$ cat config.mk
export PLATFORM = sky130hd
export DESIGN_NAME = loa_error_scanner
export DESIGN_NICKNAME = d
export VERILOG_FILES = /design/src/rtl/loa_error_scanner_pkg.sv /design/src/rtl/loa_error_scanner_adder.sv /design/src/rtl/loa_error_scanner.sv
export SDC_FILE = /design/constraint.sdc
export NUM_CORES = 1
export LEC_CHECK = 0
export CAP_MARGIN = 20
export CELL_PAD_IN_SITES_DETAIL_PLACEMENT = 0
export CELL_PAD_IN_SITES_GLOBAL_PLACEMENT = 1
export CORE_MARGIN = 2
export CORE_UTILIZATION = 38
export DETAILED_ROUTE_END_ITERATION = 10
export GPL_ROUTABILITY_DRIVEN = 0
export PLACE_DENSITY = 0.83
export SETUP_SLACK_MARGIN = 0.02
export SYNTH_ARGS = -nofsm -noshare
export SYNTH_HDL_FRONTEND = slang
export SYNTH_SLANG_ARGS = --single-unit
$ cat constraint.sdc
create_clock -name i_Clk -period 3.1 [get_ports i_Clk]
set_input_delay 0.31 -clock i_Clk [delete_from_list [all_inputs] [get_ports i_Clk]]
set_output_delay 0.31 -clock i_Clk [all_outputs]
set_load 0.01 [all_outputs]
$ cat src/rtl/loa_error_scanner_pkg.sv
// Shared types and width helpers for the loaAdder error scanner.
package loa_pkg;

  localparam int unsigned DEF_N = 4;
  localparam int unsigned DEF_K = 2;

  typedef enum logic [1:0] {
    IDLE,
    RUN,
    DRAIN,
    DONE
  } state_t;

  function automatic int unsigned idx_w(input int unsigned n);
    return 2 * n;
  endfunction

  function automatic int unsigned res_w(input int unsigned n);
    return n + 1;
  endfunction

  function automatic int unsigned cnt_w(input int unsigned n);
    return 2 * n + 1;
  endfunction

endpackage

$ cat src/rtl/loa_error_scanner_adder.sv
// Lower-part OR adder: low K bits are ORed, the upper part adds exactly with
// a carry-in guessed from the AND of the top approximate bit pair.
module loaAdder #(
  parameter int unsigned N = 4,
  parameter int unsigned K = 2
) (
  input  logic [N-1:0] i_A,
  input  logic [N-1:0] i_B,
  output logic [N-1:0] o_Sum,
  output logic         o_Cout
);

  if (K == 0) begin : g_exact
    assign {o_Cout, o_Sum} = {1'b0, i_A} + {1'b0, i_B};
  end else if (K >= N) begin : g_all_or
    assign o_Sum  = i_A | i_B;
    assign o_Cout = i_A[N-1] & i_B[N-1];
  end else begin : g_split
    logic [N-K:0] hi;
    assign hi     = {1'b0, i_A[N-1:K]} + {1'b0, i_B[N-1:K]}
                  + {{(N-K){1'b0}}, i_A[K-1] & i_B[K-1]};
    assign o_Sum  = {hi[N-K-1:0], i_A[K-1:0] | i_B[K-1:0]};
    assign o_Cout = hi[N-K];
  end

endmodule

$ cat src/rtl/loa_error_scanner.sv
// Sweeps every {A,B} pair through loaAdder, accumulates mismatch statistics
// and streams each mismatching vector out through a one-entry record slot.
module loa_error_scanner
  import loa_pkg::*;
#(
  parameter int unsigned N = DEF_N,
  parameter int unsigned K = DEF_K
) (
  input  logic                  i_Clk,
  input  logic                  i_Rst_n,
  input  logic                  i_Start,
  output logic                  o_Busy,
  output logic                  o_Done,
  output logic [cnt_w(N)-1:0]   o_ErrCount,
  output logic [res_w(N)-1:0]   o_MaxErr,
  output logic                  o_ErrValid,
  input  logic                  i_ErrReady,
  output logic [N-1:0]          o_ErrA,
  output logic [N-1:0]          o_ErrB,
  output logic [res_w(N)-1:0]   o_ErrApprox,
  output logic [res_w(N)-1:0]   o_ErrExact
);

  localparam int unsigned IDX_W = idx_w(N);
  localparam int unsigned RES_W = res_w(N);

  typedef struct packed {
    logic [N-1:0]     a;
    logic [N-1:0]     b;
    logic [RES_W-1:0] approx;
    logic [RES_W-1:0] exact;
  } rec_t;

  state_t           state;
  logic [IDX_W-1:0] idx;
  logic             s1_valid;
  rec_t             s1;

  logic [N-1:0]     op_a;
  logic [N-1:0]     op_b;
  logic [N-1:0]     loa_sum;
  logic             loa_cout;
  logic [RES_W-1:0] exact;
  logic [RES_W-1:0] approx;
  logic [RES_W-1:0] diff;
  logic             mismatch;
  logic             stall;

  assign op_a = idx[IDX_W-1:N];
  assign op_b = idx[N-1:0];

  loaAdder #(
    .N(N),
    .K(K)
  ) u_loa (
    .i_A   (op_a),
    .i_B   (op_b),
    .o_Sum (loa_sum),
    .o_Cout(loa_cout)
  );

  always_comb begin
    exact    = {1'b0, op_a} + {1'b0, op_b};
    approx   = {loa_cout, loa_sum};
    mismatch = s1_valid && (s1.approx != s1.exact);
    // A mismatch can only retire if the slot is empty or being drained now.
    stall    = mismatch && o_ErrValid && !i_ErrReady;
    diff     = (s1.exact > s1.approx) ? (s1.exact - s1.approx) : (s1.approx - s1.exact);
  end

  always_ff @(posedge i_Clk) begin
    if (!i_Rst_n) begin
      state       <= IDLE;
      idx         <= '0;
      s1_valid    <= 1'b0;
      s1          <= '0;
      o_Busy      <= 1'b0;
      o_Done      <= 1'b0;
      o_ErrCount  <= '0;
      o_MaxErr    <= '0;
      o_ErrValid  <= 1'b0;
      o_ErrA      <= '0;
      o_ErrB      <= '0;
      o_ErrApprox <= '0;
      o_ErrExact  <= '0;
    end else begin
      o_Done <= 1'b0;
      if (o_ErrValid && i_ErrReady) o_ErrValid <= 1'b0;

      if (mismatch && !stall) begin
        o_ErrCount  <= o_ErrCount + 1'b1;
        if (diff > o_MaxErr) o_MaxErr <= diff;
        o_ErrValid  <= 1'b1;
        o_ErrA      <= s1.a;
        o_ErrB      <= s1.b;
        o_ErrApprox <= s1.approx;
        o_ErrExact  <= s1.exact;
      end

      if (!stall) s1_valid <= 1'b0;

      case (state)
        IDLE: begin
          if (i_Start) begin
            state      <= RUN;
            o_Busy     <= 1'b1;
            idx        <= '0;
            o_ErrCount <= '0;
            o_MaxErr   <= '0;
          end
        end
        RUN: begin
          if (!stall) begin
            s1_valid <= 1'b1;
            s1       <= {op_a, op_b, approx, exact};
            idx      <= idx + 1'b1;
            if (idx == '1) state <= DRAIN;
          end
        end
        DRAIN: begin
          if (!s1_valid && !o_ErrValid) begin
            state  <= DONE;
            o_Busy <= 1'b0;
            o_Done <= 1'b1;
          end
        end
        DONE: state <= IDLE;
        default: state <= IDLE;
      endcase
    end
  end

endmodule

# After elaboration in Yosys (flattened, before gate mapping)
# Index checks and enable logic that the tools add are counted.
# classes
add_sub_neg	7
n_lt_le_gt_ge	2
n_eq_ne	9
n_mux	25
bitwise	3
n_reduce_logical	19
# op_table
operator	count
2-to-1 mux 9 bit	3
2-to-1 mux 5 bit	5
2-to-1 mux 8 bit	2
case mux 8 bit (2 select lines)	1
greater-than comparator 5 bit	2
subtractor 5 bit	2
adder 9 x 1 -> 9 bit, second input constant	1
adder 8 x 1 -> 8 bit, second input constant	1
equality test 8 bit, second input constant	1
2-to-1 mux 1 bit	8
2-to-1 mux 2 bit	4
inequality test 2 bit, second input constant	4
case mux 2 bit (4 select lines)	1
logical AND 1 bit	6
AND reduction 3 bit	2
nonzero test 2 bit	3
adder 4 x 4 -> 5 bit	1
inequality test 5 bit	1
equality test 2 bit, second input constant	2
logical NOT 1 bit	4
AND reduction 2 bit	2
AND reduction 4 bit	1
adder 2 x 2 -> 3 bit	1
adder 3 x 1 -> 3 bit	1
other kinds (6)	6
# word_totals
regBits	64
in_bits	4
word_cells	81

# Depth between registers and ports, before layout
# logic_depth
depth_word	9
depth_mapped	15

# Cells and area by module
# From an unflattened synthesis, not the netlist that was laid out.
# hier_totals
cells_unflattened	390
hier_area_um2	3315.7
# by_module_without_submodules
module	instances	cells_per_inst	area_per_inst_um2	seq_area_each_um2
loa_error_scanner	1	378	3233.1	1281.2
loaAdder	1	12	82.6	0.0

# Worst setup path before layout
# OpenSTA, ideal clock, no wires.
# synth_path
kind	register to register
start	reg s1[1] (netlist bit)
end	reg o_MaxErr[3]
setup_ns	0.130
arrival_time_ns	2.948
setup_slack_ns	0.022
path_stages_with_launch	15
path_buffers	0
cell_sequence	dfxtp_1 > inv_1 > ha_1 > nor2b_1 > o31ai_2 > a21oi_4 > mux2i_1 > xnor2_1 > ha_1 > a21o_1 > a21o_1 > a221oi_2 > a211oi_2 > and2_1 > o2bb2ai_1
# synth_between
elab_chain_len	9
# synth_rtl
item	line_no	rtl
start: declaration	loa_error_scanner.sv:37	rec_t s1;
start signal: assignment	loa_error_scanner.sv:115	s1 <= {op_a, op_b, approx, exact};
branches (longest 6 deep; another with subtractor 5 bit)	--	
2-to-1 mux 5 bit (*)	loa_error_scanner.sv:90	if (mismatch && !stall) begin
2-to-1 mux 5 bit	loa_error_scanner.sv:104	if (i_Start) begin
2-to-1 mux 5 bit (*)	loa_error_scanner.sv:102	case (state)
end signal: assignment	loa_error_scanner.sv:92	if (diff > o_MaxErr) o_MaxErr <= diff;
end: declaration	loa_error_scanner.sv:15	output logic [res_w(N)-1:0] o_MaxErr,
# Mark *: on every way between the ends.
# A chain may end at the register's enable or synchronous reset.

# Worst setup path in the final report
# layout_path
start	reg s1[0] (netlist bit)
end	reg o_MaxErr[1]
# The elaborated chain is that of the path after synthesis.

==> results.cfg <==
[outcome]
outcome = finished clean

[global_route]
grt_first_pass_wirelength_mm = 12.21
grt_overflow_total = 0
grt_pass1_vias = 2748
grt_start_max_net_pins = 49
antenna_found_initial = 0
gr-usage-all-layers_pct = 15.70

[cts]
cts.htree.levels = 3
numCtsBuffers = 9
tritoncts = done
cts_root_buf = sky130_fd_sc_hd__clkbuf_8
cts.path.max_buffers = 2
insertion_delay_ns = 0.34
sink_count = 64
clk_transition_reported_paths_ns = 0.07

[detailed_routing]
drtAntennaViolNets = 0
route.vias.total = 2769
route.detailed.drc = 0
finalWirelength_mm = 7.555
dr.pass1.iters = 4
initialDrtViolationCount = 67
average_via_count_per_standard_cell = 4.971
route.detailed.wl_per_inst_um = 13.56

[layout]
layout_common_cells = sky130_fd_sc_hd__nand2_1, sky130_fd_sc_hd__dfxtp_1, sky130_fd_sc_hd__clkdlybuf4s50_1, sky130_fd_sc_hd__inv_1, sky130_fd_sc_hd__buf_4
drive_above_1_share_pct = 17.92
n_antenna_cell = 0
fill_cells = 796
multi_input_comb_area_um2 = 2026
fin_cells = 557
area_growth_syn_to_layout_pct = 32.06
area_used_by_sequential_logic_in_the_layout_um2 = 1296
fin_nets = 481
layout_commonest_cell = sky130_fd_sc_hd__nand2_1

[yosys]
postSynthRegisterBits = 64
combinational_family_with_the_most_area_after_synthesis = simple AND/OR/NAND/NOR gates
share_of_synthesized_cell_area_in_and_or_nand_and_nor_gates_pct = 20.98
synthMuxAreaShare_pct = 1.252
synth_largest_area_cell = sky130_fd_sc_hd__dfxtp_1
synthCells = 387
synthesis.area_per_instance_um2 = 8.522
synth_sequential_area_ratio_pct = 38.85
synthAdderAreaFrac_pct = 12.52
yosysWarnings = 0
synth_compound_gate_area_share_pct = 16.73
synthXorXnorAreaFrac_pct = 4.249
post_synth_instance_area_um2 = 3298
synth_top_cells_by_area = sky130_fd_sc_hd__dfxtp_1, sky130_fd_sc_hd__nand2_1, sky130_fd_sc_hd__ha_1
post_syn_nets = 421
yosys_top_cell_area_share_pct = 38.85
synth.lib_cells_used.distinct = 44

[timing]
maxClockFrequency_mhz = 327.2
crit_path_time_final_ns = 3.056
whs_ns = 0.4547
worst_setup_slack_after_layout_ns = 0.04407
fin_skew_ns = 0.007028
slew-limit-headroom_pct = 60.06
drv_slew = 0
timing_hold_violations_final = 0
final_min_period_over_clock_period_pct = 98.58
fin_tns_setup_ns = 0
setup_viol = 0
worst_slew_pin_slew_ns = 0.5991
unrepaired_setup_endpoints_after_global_routing = true

[job]
timing.max_cap.violations = 0

[placement]
dp_hpwl_mm = 5.221
place_inst = 530
dp_worst_setup_slack_ns = -0.04534
portBuffers = 38

[floorplanning]
floorplan.core_area_um2 = 8299
initial_utilization_pct = 39.74
floorplan.io_pins = 39
core.rowCount = 33
floorplan.die.height_um = 97.17
fp.dieArea_um2 = 9441
die_x_um = 97.17

[setup_path]
worst_setup_path_end_kind = flip-flop
worst-setup-path-type = flip-flop to flip-flop
r2r_cells = 15
start_kind = flip-flop
cp_data_required_time_ns = 3.32
worst-endpoint-arrival_ns = 3.28
crit_path_max_fanout = 5

[power_and_ir_drop]
leakagePower_nw = 1.671
p_per_area_nw_per_um2 = 999.0
finalPower_w = 0.004351
vdd.ir_drop.worst_mv = 0.5822

[min_path]
worstHoldPathType = flip-flop to flip-flop
hold_depth = 2
cell type report:
type	count	area share, %
flip-flops and latches	64	29.76
clock buffers	14	4.194
inverters	31	2.672
well taps	105	3.016
repair buffers	63	13.04
multi-input cells	278	46.51
clock inverters	2	0.8044
logic make-up after synthesis:
kind of cell / Yosys count
xor gates and xnor gates: 16
DFF: 64
AOI/OAI and AO/OA: 72
buffers and inverters: 45
muxes: 4
adders and majority gates: 30
and+or+nand+nor: 156
final timing paths:
path	startpoint	to	slack, ns
max	s1[0]	o_MaxErr[1]	0.04
min	s1[13]	s1[13]	0.45
max reg2reg	s1[0]	o_MaxErr[1]	0.04
min reg2reg	s1[13]	s1[13]	0.45
worst max-delay path, stage by stage, from the launching register on:
cell and delay (ns):
sky130_fd_sc_hd__dfxtp_4 0.37, sky130_fd_sc_hd__inv_2 0.07, sky130_fd_sc_hd__ha_4 0.15, sky130_fd_sc_hd__inv_2 0.05
sky130_fd_sc_hd__fa_2 0.38, sky130_fd_sc_hd__nand2_1 0.08, sky130_fd_sc_hd__nand2_1 0.07, sky130_fd_sc_hd__a21oi_2 0.16
sky130_fd_sc_hd__mux2i_1 0.12, sky130_fd_sc_hd__xor2_1 0.20, sky130_fd_sc_hd__ha_1 0.32, sky130_fd_sc_hd__and4_4 0.25
sky130_fd_sc_hd__a221oi_4 0.08, sky130_fd_sc_hd__a211oi_4 0.33, sky130_fd_sc_hd__mux2i_1 0.25, sky130_fd_sc_hd__nor2_1 0.06
where the power goes:
group          switching, W  total, W  internal [W]  leakage [nW]
Sequential        0.0000879   0.00101      0.000921         0.521
Combinational       0.00127   0.00256       0.00130          1.04
Clock              0.000318  0.000777      0.000459         0.113
registers in the layout (all words and copies together), names as in the netlist, 2 cells and up, named ones only:
register and count:
o_MaxErr 5, o_ErrCount 9, o_ErrA 4, o_ErrB 4
state 2, o_ErrApprox 5, o_ErrExact 5, s1 18
idx 8
through the flow:
stage	utilization [%]	instance area, um2
after floorplan	-	3298
after global placement	46.42	3852
after detailed placement	46.42	3852
after CTS	49.39	4099
after global routing	52.48	4355
final	52.48	4355
synthesized netlist by cell type (all sizes together):
library cell	number
nand2	94
dfxtp	64
inv	31
a21boi	30
ha	25
nor2	20
o21ai	14
and3	10
clkbuf	10
a21oi	9
xnor2	9
and2	7
nand4	7
xor2	7
fa	5
nand3	5
buf	4
o211a	4
mux2i	3
nand2b	3
nor2b	3
nor3	3
o21a	3
a211oi	2
a21o	2
o2bb2ai	2
or3	2
a221oi	1
and4	1
mux2	1
nand3b	1
o211ai	1
o22ai	1
o31a	1
o31ai	1
o32a	1
per-layer routing:
layer / track usage (%) / vias up / share of wire, %
met2: 28.37 / 57 / 51
met3: 4.460 / 17 / 3.7
met5: 0 / - / 0
met1: 16.99 / 1295 / 43
li1: - / 1400 / -
met4: 6.934 / 0 / 2.4
timing repair:
action / in CTS / in global routing
buffers inserted: 2 / 9
resized for setup: 4 / 41
setup endpoints to repair: 4 / 5
hold buffers: 0 / 0
pin swaps: 7 / 15
Power figures use the tool's default switching activity.
